### src/rtl/instr_fetch_pkg.sv
// instr_fetch_pkg: fetch FSM states and MIPS opcode/funct constants shared with decode
package instr_fetch_pkg;
  typedef enum logic [1:0] {BOOT, FETCH, DRAIN, VALID} state_t;
  localparam logic [5:0] OP_RTYPE = 6'b000000;
  localparam logic [5:0] OP_ADDI  = 6'b001000;
  localparam logic [5:0] OP_LW    = 6'b100011;
  localparam logic [5:0] OP_SW    = 6'b101011;
  localparam logic [5:0] OP_BEQ   = 6'b000100;
  localparam logic [5:0] F_ADD    = 6'b100000;
  localparam logic [5:0] F_SUB    = 6'b100010;
  localparam logic [5:0] F_AND    = 6'b100100;
  localparam logic [5:0] F_OR     = 6'b100101;
  localparam logic [5:0] F_SLT    = 6'b101010;
endpackage

### src/rtl/instr_split.sv
// instr_split: combinational split of a 32-bit MIPS word into its fields
module instr_split (
  input  logic [31:0] instr_i,
  output logic [5:0]  opcode_o,
  output logic [4:0]  rs_o,
  output logic [4:0]  rt_o,
  output logic [4:0]  rd_o,
  output logic [5:0]  funct_o,
  output logic [15:0] imm_o
);
  assign opcode_o = instr_i[31:26];
  assign rs_o     = instr_i[25:21];
  assign rt_o     = instr_i[20:16];
  assign rd_o     = instr_i[15:11];
  assign funct_o  = instr_i[5:0];
  assign imm_o    = instr_i[15:0];
endmodule

### src/rtl/instr_fetch.sv
// instr_fetch: PC + imem req/ack fetch, IR presented via valid/ready, branch redirect with drain
module instr_fetch
  import instr_fetch_pkg::*;
#(
  parameter logic [31:0] RESET_PC = 32'h0000_0000
) (
  input  logic        clk,
  input  logic        reset,
  output logic        imem_req,
  output logic [31:0] imem_addr,
  input  logic        imem_ack,
  input  logic [31:0] imem_rdata,
  input  logic        branch_taken,
  input  logic [31:0] branch_target,
  output logic        out_valid,
  input  logic        out_ready,
  output logic [5:0]  opcode,
  output logic [5:0]  funct,
  output logic [4:0]  rs,
  output logic [4:0]  rt,
  output logic [4:0]  rd,
  output logic [15:0] imm,
  output logic [31:0] pc_plus4,
  output logic [31:0] instr_count
);
  state_t state_q, state_d;
  logic [31:0] pc_q, pc_d, redir_q, redir_d, ir_q, ir_d, pc4_q, pc4_d, cnt_q, cnt_d;
  logic [31:0] tgt;
  assign tgt = branch_target & ~32'h3;
  always_comb begin
    state_d = state_q;
    pc_d = pc_q;
    redir_d = redir_q;
    ir_d = ir_q;
    pc4_d = pc4_q;
    cnt_d = cnt_q;
    case (state_q)
      BOOT: begin
        state_d = FETCH;
        pc_d = branch_taken ? tgt : pc_q;
      end
      FETCH:
        if (branch_taken) begin
          pc_d = imem_ack ? tgt : pc_q;
          redir_d = tgt;
          state_d = imem_ack ? FETCH : DRAIN;
        end else if (imem_ack) begin
          ir_d = imem_rdata;
          pc_d = pc_q + 32'd4;
          pc4_d = pc_q + 32'd4;
          state_d = VALID;
        end
      DRAIN: begin
        // the address must not move until the old request is acked; latest target wins
        redir_d = branch_taken ? tgt : redir_q;
        pc_d = imem_ack ? redir_d : pc_q;
        state_d = imem_ack ? FETCH : DRAIN;
      end
      default:
        if (branch_taken) begin
          pc_d = tgt;
          state_d = FETCH;
        end else if (out_ready) begin
          cnt_d = cnt_q + 32'd1;
          state_d = FETCH;
        end
    endcase
  end
  always_ff @(posedge clk or posedge reset)
    if (reset) begin
      state_q <= BOOT;
      pc_q <= RESET_PC;
      redir_q <= RESET_PC;
      ir_q <= '0;
      pc4_q <= '0;
      cnt_q <= '0;
    end else begin
      state_q <= state_d;
      pc_q <= pc_d;
      redir_q <= redir_d;
      ir_q <= ir_d;
      pc4_q <= pc4_d;
      cnt_q <= cnt_d;
    end
  assign imem_req = (state_q == FETCH) || (state_q == DRAIN);
  assign imem_addr = pc_q;
  assign out_valid = state_q == VALID;
  assign pc_plus4 = pc4_q;
  assign instr_count = cnt_q;
  instr_split u_split (
    .instr_i (ir_q),
    .opcode_o(opcode),
    .rs_o    (rs),
    .rt_o    (rt),
    .rd_o    (rd),
    .funct_o (funct),
    .imm_o   (imm)
  );
endmodule

### config.mk
export PLATFORM = sky130hd
export DESIGN_NAME = instr_fetch
export DESIGN_NICKNAME = d
export VERILOG_FILES = /design/src/rtl/instr_fetch_pkg.sv /design/src/rtl/instr_split.sv /design/src/rtl/instr_fetch.sv
export SDC_FILE = /design/constraint.sdc
export NUM_CORES = 1
export LEC_CHECK = 0
export ABC_CLOCK_PERIOD_IN_PS = 5850
export CAP_MARGIN = 40
export CELL_PAD_IN_SITES_DETAIL_PLACEMENT = 0
export CELL_PAD_IN_SITES_GLOBAL_PLACEMENT = 1
export CORE_MARGIN = 3
export CORE_UTILIZATION = 37
export CTS_CLUSTER_SIZE = 28
export DETAILED_ROUTE_END_ITERATION = 8
export PLACE_DENSITY_LB_ADDON = 0.15
export SLEW_MARGIN = 15
export SYNTH_ARGS = -nofsm -noshare
export SYNTH_HDL_FRONTEND = slang
export SYNTH_SLANG_ARGS = --single-unit
### constraint.sdc
create_clock -name clk -period 5.85 [get_ports clk]
set_input_delay 0.8775 -clock clk [delete_from_list [all_inputs] [get_ports clk]]
set_output_delay 0.8775 -clock clk [all_outputs]
set_load 0.005 [all_outputs]
**Word level (Yosys, flattened, before mapping)**

Cells that the tools add are included.

- Add/sub/neg operators: 2
- Eq/ne operators: 6
- Multiplexer cells: 13
- Bitwise gates (word level): 2
- Reduce and logical (&&, ||, !) cells: 10

Operators with widths:

| operator | count |
|---|---|
| $mux W32 | 6 |
| $pmux W32 S2 | 1 |
| $add A32 B1 Y32 const B | 1 |
| $add A32 B3 Y32 const B | 1 |
| $mux W2 | 5 |
| $reduce_and A3 Y1 | 3 |
| $pmux W2 S3 | 1 |
| $reduce_bool A5 Y1 | 1 |
| $eq A2 B2 Y1 const B | 2 |
| $ne A2 B2 Y1 const B | 2 |
| $ne A3 B3 Y1 const B | 1 |
| $reduce_bool A3 Y1 | 1 |
| $reduce_or A3 Y1 | 1 |
| $eq A2 B1 Y1 const B | 1 |
| $logic_not A2 Y1 | 1 |
| $not A1 Y1 | 2 |
| $reduce_and A2 Y1 | 1 |
| $reduce_or A2 Y1 | 1 |
| $logic_or A1 B1 Y1 | 1 |

- Register bits after elaboration: 162
- Bits of input ports: 69
- Output and inout bits: 141
- Logic and storage cells: 39

**Longest topological paths before layout**

Gate-level depths: netlist of the first run.

- Depth in word-level cells: 4
- Gate-level depth with buffers: 10
- Mapped depth without buffers: 7

**Modules after synthesis**

From an unflattened synthesis of the first run, not the netlist that was laid out.

- Cells, all modules: 776
- Area total of the unflattened synthesis: 8067.7 um^2

By module, submodules not included:

| module | times used | cells each | area an instance (um^2) | seq. area each (um^2) |
|---|---|---|---|---|
| instr_fetch | 1 | 733 | 7744.9 | 4053.9 |
| instr_split | 1 | 43 | 322.8 | 0.0 |

**Worst setup path before layout of the first run**

Ideal clock, no wire load.

- Kind: in2reg
- Start point: input branch_taken
- End point: register ir_q[0]
- Setup time: 0.125 ns
- Arrival time: 2.264 ns
- Required time: 5.725 ns
- Path slack: 3.461 ns
- Stages on the path: 6
- Path buffers: 3
- Path through: nand2b_1 -> clkbuf_1 -> nor2_1 -> clkbuf_1 -> buf_2 -> mux2_2

- Word-level cells in the longest chain between the ends: 2

RTL lines:

| element | RTL line | RTL |
|---|---|---|
| from (decl) | instr_fetch.sv:13 | `input logic branch_taken,` |
| $not A1 Y1 (no source line) | -- |  |
| $reduce_and A3 Y1 (no source line) | -- |  |
| to (signal assigned) | instr_fetch.sv:81 | `ir_q <= ir_d;` |
| to (decl) | instr_fetch.sv:27 | `logic [31:0] pc_q, pc_d, redir_q, redir_d, ir_q, ir_d, pc4_q, pc4_d, cnt_q, cnt_d;` |

No other way between the ends.
A chain may end at the register's enable or synchronous reset.

**Worst setup path in the final report of the first run**

- Start point: input branch_taken
- End point: register pc_q[13], in the netlist imem_addr[13]

- Word-level cells in the longest chain between the ends: 3
- Elaborated cells between the ends (all ways): 6
- Those cells by class: mux (4); reduce/logical (2)

RTL lines:

| element | RTL line | RTL |
|---|---|---|
| $mux W32 | -- |  |
| $mux W32 | instr_fetch.sv:56 | `pc_d = imem_ack ? redir_d : pc_q;` |
| $pmux W32 S2 | instr_fetch.sv:37 | `case (state_q)` |
| to (signal assigned) | instr_fetch.sv:79 | `pc_q <= pc_d;` |
| to (decl) | instr_fetch.sv:27 |  |

Several ways; a longest one is shown, not always the timed one. The select of a mux whose other input is x is not followed.

==> flow_summary.toml, run 1 <==
[clocking]
clock-root-buffer = "clkbuf_16"
clk_latency_ns = 0.42
cts.clk_slew.worst_paths_ns = 0.06
cts_hold_buf = 0
cts_buffer_depth = 2
clock-sinks = 162
cts_made_buffers = 17
cts_setup_buffers = 0
htree_num_levels = 4
cts_tree = "built"
cts.repair.resized = 0

[synth]
synth_compound_gate_area_share = 0.129
ys_ff_latch = 162
asyncSetResetFlopFracSynth = 1.00
yosys.area_share.simple = 0.135
synth_mux_area_frac = 0.0999
synth_adder_area_share = 0.0112
synth_top_family_by_area = "simple AND/OR/NAND/NOR gates"
yosysUniqueCellTypes = 56
syn-num-nets = 820
postSynthCellCount = 744
yosysWarnings = 0
synth-xor-area-share = 0.0638
seq_area_frac_synth = 0.518
netlist_area_sq_mm = 0.00783
synth_edf_count = 0
postSynthAreaPerCell_sq_um = 10.5
synth_ff_type = "dfrtp_1"

[cells_and_area]
n_fill_cell = 1837
antennaDiodeCount = 0
layout_common_cells = "clkdlybuf4s50_1 (207), dfrtp_1 (162), o21ai_0 (76)"
area_delta_synth_final_pct = 36.7
drive_above_1_share = 0.128
post_layout_nonfiller_instances = 1209
utilization = 0.522
layout_commonest_cell = "clkdlybuf4s50_1"
final_nets = 1004

[timing]
hold_viol_final = 0
fin_crit_ns = 2.96
skew_ns = 0.00861
setup_violations = 0
worst-slew-pin-transition_ns = 0.820
tns_ns = 0
finalHoldWorstSlack_ns = 0.470
rsz0062_at_grt = "no"
fin_crit_sh = 0.506
max_freq_mhz = 338
relSlewSlack = 0.453
drv_slew = 0

[die]
die_h_um = 151
pin_count = 210
rows = 52
dieWidth_um = 151
core_sq_mm = 0.0205
die_area_sq_mm = 0.0229
start_util = 0.382

[hold_path]
hold-path-endpoint = "instr_count[31]"
holdCritStartpoint = "instr_count[31]"
worstHoldPathType = "register to register"
whs_path_depth = 1

[drt]
vias = 6474
avgRoutedWirePerCell_um = 18.9
drc = 0
ant_nets = 0
first_pass_iters = 5
vias_per_cell = 5.35
drt_iter0_drc = 341
wirelength_um = 22800

[grt]
grt.overflow.total = 0
grt_pass1_wl_um = 35300
grt_max_degree = 62
grt_antenna_before_repair = 0
gr-usage-all-layers = 0.197
grt_pass1_vias = 6562

[setup_path]
crit_family = "buffers and inverters"
max_stage_delay_ns = 0.79
setup.worst_path.class = "input pin to register"
cp_data_arrival_time_ns = 3.26
cp_data_required_time_ns = 6.15
rr_startpoint = "state_q[1]"
cp-end-kind = "register"
path_max_fanout = 27
r2r_cells = 8
crit_chain = "clkdlybuf4s50_1 -> inv_1 -> mux2i_2 -> buf_4 -> nand2_1 -> o22ai_1 -> a21oi_1"
r2r_end = "imem_addr[13]"
r2r_slack_ns = 2.93
start_kind = "input pin"
slowest_stage = "clkdlybuf4s50_1"
timing.critical_path.from = "branch_taken"
critPathBufInv = 3

[power]
peakVddDrop_v = 0.000236
power.leakage_nw = 4.37
p_per_area_mw_per_mm2 = 495
p_total_mw = 5.30

[placed_design]
hpwl_um = 15800
portBuffers = 207
numPlacedInstances = 1179
place.gp.congestion = 0.814

[run]
drv_cap = 0

[run_status]
status = "completed"
-- stage by stage --
stage	instance area, sq um	setup WS, ns
after floorplan	7830	0.596
after global placement	10100	2.46
after detailed placement	10200	2.49
after CTS	10700	2.94
after global routing	10700	2.65
final	10700	2.89
-- metal layers --
layer / up-vias / wire (um) / track usage
met2: 200 / 11000 / 0.321
met1: 3221 / 10100 / 0.267
met3: 23 / 1400 / 0.0354
li1: 3030 / - / -
met4: 0 / 272 / 0.0666
met5: - / 0 / 0
-- synthesized netlist by cell type (7+ instances only) --
cell	instances	area (sq um)
nand3_1	17	85.1
xnor2_1	42	368
ha_1	7	87.6
o21ai_0	76	380
a221oi_1	13	114
nor2_1	45	169
nand4_1	23	144
dfrtp_1	162	4050
buf_4	14	105
a221o_1	8	80.1
and3_1	10	62.6
xor2_1	15	131
nand2_1	72	270
clkbuf_1	34	128
a21oi_1	21	105
inv_1	17	63.8
nor3_1	16	80.1
mux2_2	65	732
-- final cells by class --
class,count,area [sq um],share of cell area
Multi-Input combinational cell,507,3460,0.323
Timing Repair Buffer,222,2240,0.209
Clock inverter,9,86.3,0.00807
Clock buffer,21,450,0.0421
Sequential cell,162,4050,0.379
Tap cell,270,338,0.0316
Inverter,18,72.6,0.00678
-- cells by family (layout without fill, tap and decap cells) --
group,after synthesis,in the layout
and+or+nand+nor,213,213
DFF,162,162
AOI/OAI and AO/OA,160,160
buffers and inverters,75,270
muxes,70,70
xor gates and xnor gates,57,57
adders and majority gates,7,7
-- state kept, by name, summed over array words and instances (netlist names) --
signal and flops:
pc_plus4 32, imem_addr 32, ir_q 32, redir_q 32, instr_count 32, state_q 2
-- where the power goes --
group	leakage, nW	internal [mW]	switching [mW]
clock	0.247	0.591	0.453
combinational	2.11	1.28	1.02
sequential	2.01	1.56	0.392
total	4.37	3.43	1.87
-- worst max-delay path by stage --
stage / slack (ns) / endpoint / depth (start not counted)
6_report: 2.89 / imem_addr[13] / 7
3_5_place_dp: 2.49 / imem_addr[16] / 6
3_3_place_gp: 2.46 / imem_addr[15] / 6
4_1_cts: 2.94 / imem_addr[16] / 6
2_1_floorplan: 0.60 / imem_addr[0] / 1
5_1_grt: 2.65 / imem_addr[13] / 8
(Power assumes the default switching activity.)
==> inputs of run 2 (changes only) <==
--- a/config.mk
+++ b/config.mk
@@ -5,12 +5,12 @@
 export SDC_FILE = /design/constraint.sdc
 export NUM_CORES = 1
 export LEC_CHECK = 0
-export ABC_CLOCK_PERIOD_IN_PS = 5850
+export ABC_CLOCK_PERIOD_IN_PS = 2700
 export CAP_MARGIN = 40
 export CELL_PAD_IN_SITES_DETAIL_PLACEMENT = 0
 export CELL_PAD_IN_SITES_GLOBAL_PLACEMENT = 1
 export CORE_MARGIN = 3
-export CORE_UTILIZATION = 37
+export CORE_UTILIZATION = 34
 export CTS_CLUSTER_SIZE = 28
 export DETAILED_ROUTE_END_ITERATION = 8
 export PLACE_DENSITY_LB_ADDON = 0.15
==> constraint.sdc (replaced) <==
create_clock -name clk -period 2.7 [get_ports clk]
set_input_delay 0.405 -clock clk [delete_from_list [all_inputs] [get_ports clk]]
set_output_delay 0.405 -clock clk [all_outputs]
set_load 0.005 [all_outputs]
==> flow_summary.toml, run 2 (synthesized netlist as in run 1, its figures left out) <==
[run_status]
status = "completed"

[grt]
grt_pass1_vias = 6557
grt_pass1_wl_um = 36200
gr-usage-all-layers = 0.184
grt.overflow.total = 0
grt_antenna_before_repair = 0
grt_max_degree = 44

[drt]
ant_nets = 0
vias_per_cell = 5.24
wl_met2_um = 11300
avgRoutedWirePerCell_um = 18.5
wirelength_um = 23000
drc = 0
wl_met3_um = 1170
drt-met1-wl_um = 10200
first_pass_iters = 4
drt_iter0_drc = 370
vias = 6512
highest_layer = "met4"

[run]
drv_cap = 0

[die]
pin_count = 210
die_area_sq_mm = 0.0249
dieWidth_um = 158
rows = 54
die_h_um = 158
core_sq_mm = 0.0222
start_util = 0.352

[placed_design]
place.gp.congestion = 0.846
dp_slack_ns = 0.134
dpl-instance-area_sq_mm = 0.0104
hpwl_um = 16500
portBuffers = 207

[setup_path]
crit_chain = "ha_1 -> nand3_2 -> nor4_1 -> buf_4 -> nand4_1 -> or4_1 -> nand4_1"
max_stage_delay_ns = 0.55
rr_startpoint = "imem_addr[2]"
cp_data_arrival_time_ns = 2.84
r2r_cells = 7
crit_family = "simple AND/OR/NAND/NOR gates"
setup.worst_path.class = "register to register"
r2r_end = "imem_addr[28]"
critPathBufInv = 1
r2r_slack_ns = 0.22
cp_common_cell = "nand4_1"
start_kind = "register"
path_max_fanout = 11
cp_data_required_time_ns = 3.05
cp-end-kind = "register"
slowest_stage = "or4_1"

[clocking]
cts_tree = "built"
cts_setup_buffers = 0
clock-root-buffer = "clkbuf_16"
clk_latency_ns = 0.42
cts_hold_buf = 0
cts_buffer_depth = 2
clock-sinks = 162
htree_num_levels = 4
cts.clk_slew.worst_paths_ns = 0.07
cts_made_buffers = 17
cts.repair.resized = 0

[timing]
fin_crit_sh = 0.920
layout_setup_ws_ns = 0.216
tns_ns = 0
fin_crit_ns = 2.48
hold_viol_final = 0
rsz0062_at_grt = "no"
relSlewSlack = 0.609
setup_violations = 0
skew_ns = 0.0121
drv_slew = 0
max_freq_mhz = 403
worst-slew-pin-transition_ns = 0.581

[power]
p_per_area_mw_per_mm2 = 1070
peakVddDrop_v = 0.000416
power.leakage_nw = 4.52
p_total_mw = 11.8

[cells_and_area]
n_fill_cell = 2010
antennaDiodeCount = 0
final_area_sq_mm = 0.0110
multi_input_area_sq_mm = 0.00346
layout_common_cells = "clkdlybuf4s50_1 (207), dfrtp_1 (162), o21ai_0 (76)"
layout_commonest_cell = "clkdlybuf4s50_1"
area_delta_synth_final_pct = 40.3
final_nets = 1027
seq_area_sq_mm = 0.00405
drive_above_1_share = 0.150

[hold_path]
worstHoldPathType = "input pin to async pin"
==> run 2: area by class of cell <==
class | instances | area share
tap | 280 | 0.0319
clock buffer | 20 | 0.0398
timing repair buffer | 245 | 0.225
clock inverter | 10 | 0.0125
multi-input combinational | 507 | 0.315
inverter | 18 | 0.00649
sequential | 162 | 0.369
==> run 2: per-stage QoR <==
stage / utilization / cells / hold slack (ns)
3_5_place_dp: 0.468 / 1212 / 0.472
2_1_floorplan: - / 744 / 0.450
6_report: 0.494 / 1242 / 0.333
3_3_place_gp: 0.468 / 1212 / 0.459
4_1_cts: 0.494 / 1242 / 0.335
5_1_grt: 0.494 / 1242 / 0.346
==> run 2: how the worst max path moves through the flow <==
| stage | start | slack [ns] | end | depth (start not counted) |
|---|---|---|---|---|
| 6_report | imem_addr[2] | 0.22 | imem_addr[28] | 7 |
| 5_1_grt | imem_addr[2] | 0.05 | imem_addr[28] | 7 |
| 4_1_cts | state_q[1] | 0.08 | imem_req | 3 |
| 3_5_place_dp | branch_taken | 0.13 | instr_count[17] | 6 |
| 3_3_place_gp | branch_taken | 0.14 | instr_count[13] | 6 |
| 2_1_floorplan | reset | 0.24 | imem_addr[0] | 1 |
==> run 2: metal layers <==
layer,global-route usage,vias to the layer above
li1,-,3062
met1,0.242,3246
met2,0.310,182
met3,0.0396,22
met4,0.0459,0
met5,0,-
==> run 2: where the power goes <==
group          total, mW  switching [mW]  leakage [nW]  internal (mW)
sequential          4.18           0.805          2.01           3.38
combinational       5.18            2.27          2.24           2.91
clock               2.42           0.978         0.276           1.44
total               11.8            4.05          4.52           7.73
==> run 2: worst register-to-register path: cells and delay by family (launching register included) <==
kind                       cells  cell delay (ns)
DFF                            1             0.53
and+or+nand+nor                5             1.33
adders and majority gates      1             0.30
buffers and inverters          1             0.26
==> RTL edit 1, RTL diff (settings of run 1) <==
The 4 states of `state_t` get a one-hot encoding in 4 bits.
--- a/src/rtl/instr_fetch_pkg.sv
+++ b/src/rtl/instr_fetch_pkg.sv
@@ -1,5 +1,5 @@
 // instr_fetch_pkg: fetch FSM states and MIPS opcode/funct constants shared with decode
 package instr_fetch_pkg;
-  typedef enum logic [1:0] {BOOT, FETCH, DRAIN, VALID} state_t;
+  typedef enum logic [3:0] {BOOT = 4'b0001, FETCH = 4'b0010, DRAIN = 4'b0100, VALID = 4'b1000} state_t;
   localparam logic [5:0] OP_RTYPE = 6'b000000;
   localparam logic [5:0] OP_ADDI  = 6'b001000;
Check against the original RTL: no difference found for any inputs over 4 cycles, from zero or initial values and one cycle with reset high; so few cycles prove little.
==> RTL edit 1 against run 1 <==
Power shrank 0.72%. First-iteration DRC count increased by 9.4%. Sequential cell count up 2. Cell count up 5.5%. Area after synthesis grew 0.85%. Largest power group unchanged. Final area increased by 0.69%. Setup slack got worse by 0.37 ns. Global-route usage decreased by 0.36 points. Count of clock-buffer cells in the layout is 1 lower. Core utilization about the same. Wire length shrank 4.2%. Register-to-register slack improved by 0.37 ns. Clock skew up 0.00099 ns.
==> RTL edit 1: results (changes against run 1) <==
[outcome]
status=finished clean  ; unchanged

[route]
first_iter_violations=373  ; was 341
drt_drc_violations_left=0  ; unchanged
avgViaCountPerCell=5.10  ; was 5.35
wl_per_cell_um=17.1  ; was 18.9 um

[power]
p_leak_nw=4.62  ; was 4.37 nW
switching_share=0.355  ; was 0.352
peakVddDrop_uv=235  ; was 236 uV

[placed_design]
gp_congestion=0.782  ; was 0.814
preCtsSetupSlack_ns=2.07  ; was 2.49 ns
port_buffers=207  ; unchanged
place_area_um2=10200  ; about the same
dp_hpwl_um=15500  ; was 15800 um

[synthesis]
synth_cell_types=61  ; was 56
yosysTopAreaCell=dfrtp_1  ; unchanged
yosys_warnings=0  ; unchanged
synth.yosys.seq_area_share=0.520  ; was 0.518
synthArstFlopShare=1.00  ; unchanged
synth_fa_ha_area_frac=0.00317  ; was 0.0112
yosys-top-cells-area=dfrtp_1, nand2_1, xnor2_1  ; was dfrtp_1, mux2_2, o21ai_0
synth_compound_area_frac=0.125  ; was 0.129
synthMuxAreaShare=0.0455  ; was 0.0999
synth_commonest_cells=nand2_1, dfrtp_1, nor2_1  ; was dfrtp_1, o21ai_0, nand2_1
syn_nets=883  ; was 820
synth_xor_area_frac=0.0655  ; was 0.0638

[global_routing]
antenna_found_initial=0  ; unchanged
grt.total_usage=0.194  ; was 0.197
grt_pass1_wl_um=36700  ; was 35300 um
grt_pass1_vias=6619  ; was 6562
grt_max_degree=74  ; was 62

[critical_path]
crit_fanout=12  ; was 27
critPathArrivalTime_ns=2.45  ; was 3.26 ns

[clock_tree]
cts-root-buf=clkbuf_16  ; unchanged
clk_latency_ns=0.43
cts_resized=0  ; unchanged
cts.path.max_buffers=2  ; unchanged
path_clk_slew_ns=0.07

[cells_and_area]
nets=1063  ; was 1004
diodes=0  ; unchanged
final_layout_size_suffix_gt1_frac=0.0965  ; was 0.128

[timing]
fin_worst_skew_ns=0.00960  ; was 0.00861 ns
max_slew.worst_pin.slew_ns=0.775  ; was 0.820 ns

[min_path]
hold_path.class=reg2reg  ; unchanged

## RTL edit 1: critical path, stage by stage, from the launching register on
cell             delay [ns]
dfrtp_1                0.54
xor2_1                 0.32
nand2_1                0.37
inv_2                  0.23
clkdlybuf4s50_1        0.57
## RTL edit 1: through the flow
| stage | cells | utilization |
|---|---|---|
| 6_report | 1275 | 0.522 |
| 5_1_grt | 1275 | 0.522 |
| 4_1_cts | 1275 | 0.522 |
| 3_5_place_dp | 1243 | 0.495 |
| 3_3_place_gp | 1238 | 0.490 |
| 2_1_floorplan | 812 | - |
## RTL edit 1: power by group through the flow
stage,Sequential [mW],Clock (mW),Combinational [mW]
final,1.99,1.06,2.20
after CTS,1.99,1.10,2.25
after floorplan,1.90,0,1.21
after global routing,2.07,1.15,2.45
after global placement,1.99,0,2.19
after detailed placement,2.01,0,2.24
## RTL edit 1: worst paths after layout
path	startpoint	endpoint	slack [ns]	cells past startpoint
max	state_q[2]$_DFFE_PP0P_	imem_req	2.52	4
min	instr_count[31]$_DFFE_PP0P_	instr_count[31]$_DFFE_PP0P_	0.47	1
max reg2reg	state_q[2]$_DFFE_PP0P_	redir_q[15]$_DFFE_PP0P_	3.30	6
min reg2reg	instr_count[31]$_DFFE_PP0P_	instr_count[31]$_DFFE_PP0P_	0.47	1
max in group asynchronous	reset	imem_addr[30]$_DFFE_PP0P_	3.95	4
min in group asynchronous	reset	ir_q[29]$_DFFE_PP0P_	0.79	2
## RTL edit 1: logic make-up after synthesis
family | Yosys count
AOI/OAI and AO/OA | 151
xor gates and xnor gates | 59
adders and majority gates | 2
buffers and inverters | 74
DFF | 164
muxes | 32
and+or+nand+nor | 330
## RTL edit 1: cell type report
type,count,area [um^2]
fillers,1921,9850
flip-flops and latches,164,4110
multi-input cells,574,3460
repair buffers,219,2240
clock buffers,20,467
well taps,270,338
clock inverters,12,97.6
inverters,16,65.1
## RTL edit 1: routing by layer
metal	track usage	vias up	wire length, um
li1	-	3179	-
met5	0	-	0
met4	0.0471	0	216
met3	0.0484	17	1280
met2	0.288	209	9470
met1	0.285	3094	10900
==> RTL edit 2, RTL diff (flow settings as in run 1) <==
Without the edit above. Take the reset off `pc4_q` and load it in a clocked block of its own.
--- a/src/rtl/instr_fetch.sv
+++ b/src/rtl/instr_fetch.sv
@@ -73,5 +73,4 @@
       redir_q <= RESET_PC;
       ir_q <= '0;
-      pc4_q <= '0;
       cnt_q <= '0;
     end else begin
@@ -80,7 +79,10 @@
       redir_q <= redir_d;
       ir_q <= ir_d;
-      pc4_q <= pc4_d;
       cnt_q <= cnt_d;
     end
+
+  always_ff @(posedge clk) begin
+    pc4_q <= pc4_d;
+  end
   assign imem_req = (state_q == FETCH) || (state_q == DRAIN);
   assign imem_addr = pc_q;
Function: differs if reset is asserted again (counterexample within 4 cycles, from zero or initial values and one cycle with reset high); with reset held inactive, the same outputs for 4 cycles.
==> RTL edit 2 against run 1 <==
Worst hold slack better by 0.012 ns. Setup slack lost 0.088 ns. Final area is 0.26% higher. Sequential cell count stayed put. Area after synthesis increased by 0.16%. Non-clock buffer count decreased by 4. Register-to-register slack improved by 0.02 ns. Wire length rose by 1.9%. Cell count decreased by 3.6%. Maximum frequency fell by 2.9%. Power is 1.9% lower. Critical path depth is 3 lower. First-iteration DRC count up 35%.
==> RTL edit 2: results (changes against run 1) <==
[placed_design]
gp_congestion=0.812  ; was 0.814
port_buffers=207  ; unchanged
place_area_um2=10100  ; was 10200 um^2
preCtsSetupSlack_ns=2.44  ; was 2.49 ns
placed_cells=1133  ; was 1179
dp_hpwl_um=16300  ; was 15800 um

[critical_path]
endpoint=imem_req  ; was imem_addr[13]$_DFFE_PP0P_
rrSetupSlack_ns=2.95  ; was 2.93 ns
critPathArrivalTime_ns=2.17  ; was 3.26 ns
r2r_end=imem_addr[28]$_DFFE_PP0P_  ; was imem_addr[13]$_DFFE_PP0P_
crit_fanout=30  ; was 27
worstSetupStartpoint=state_q[0]$_DFFE_PP0P_  ; was branch_taken

[cells_and_area]
nMultiInputCombCells=467  ; was 507
area_delta_synth_final_pct=36.8  ; was 36.7%
n_fill_cell=1829  ; was 1837
buffer_area_frac=0.205  ; was 0.209
clkCellAreaFrac=0.0544  ; was 0.0502
n_all_inverters=16  ; was 18
seq_share=0.393  ; was 0.379
final_layout_size_suffix_gt1_frac=0.137  ; was 0.128
multi_input_area_share=0.311  ; was 0.323
instances_no_fill=1165  ; was 1209
nets=958  ; was 1004
clkbuf_count=23  ; was 21
num-nonclk-buffers=218  ; was 222

[global_routing]
grt_pass1_wl_um=35300  ; about the same
grt.total_usage=0.199  ; was 0.197
grt_max_degree=55  ; was 62
grt_pass1_vias=6198  ; was 6562

[synthesis]
netlist_instances=691  ; was 744
synth_xor_area_frac=0.0626  ; was 0.0638
synth_cell_types=62  ; was 56
syn_nets=767  ; was 820
synth_fa_ha_area_frac=0.0112  ; about the same
synth.yosys.seq_area_share=0.538  ; was 0.518
syn_area_um2=7840  ; was 7830 um^2
synth_compound_area_frac=0.112  ; was 0.129
synthArstFlopShare=0.802  ; was 1.00
yosys-top-cells-area=dfrtp_1, edfxtp_1, mux2_2  ; was dfrtp_1, mux2_2, o21ai_0
synth_edf_count=32  ; was 0
synth_top_area_frac=0.415  ; was 0.518
synth_commonest_cells=dfrtp_1, mux2_2, xnor2_1  ; was dfrtp_1, o21ai_0, nand2_1

[route]
first_iter_violations=460  ; was 341
routed.top_layer=met4  ; unchanged
routed_wl_um=23300  ; was 22800 um
wl_met1_um=10400  ; was 10100 um
met3_length_um=1410  ; was 1400 um
avgViaCountPerCell=5.39  ; was 5.35

[clock_tree]
cts_resized=0  ; unchanged

[outcome]
status=finished clean  ; unchanged

[power]
peakVddDrop_uv=264  ; was 236 uV
p_leak_nw=4.22  ; was 4.37 nW

[timing]
fin_worst_skew_ns=0.0116  ; was 0.00861 ns
relSlewSlack=0.517  ; was 0.453
setup_ws_ns=2.80  ; was 2.89 ns

[min_path]
hp-start=instr_count[31]$_DFFE_PP0P_  ; unchanged

==> RTL edit 2: changes by cell type after synthesis, moves of 7 or more <==
cell      delta
nor3_1       -8
nand3_1     +20
clkbuf_1    -16
nand2_1     -37
a21oi_1      +8
edfxtp_1    +32
o21ai_0     -43
nor2_1       -9
or3_1        +7
dfrtp_1     -32
==> RTL edit 2: where the power goes <==
group,switching (mW),internal (mW),total (mW),leakage (nW)
registers,0.350,1.58,1.93,1.90
clock network,0.466,0.642,1.11,0.283
logic,0.998,1.17,2.16,2.04
total,1.81,3.38,5.20,4.22
==> RTL edit 2: critical path: stages, from the launching register on <==
cell             delay (ns)
dfrtp_1                0.41
inv_1                  0.10
ha_1                   0.30
buf_4                  0.35
clkdlybuf4s50_1        0.58
==> RTL edit 2: layer usage <==
metal  track usage  vias to the layer above
met5             0                        -
met4        0.0440                        0
met3        0.0402                       14
met2         0.320                      193
met1         0.279                     3167
li1              -                     2907
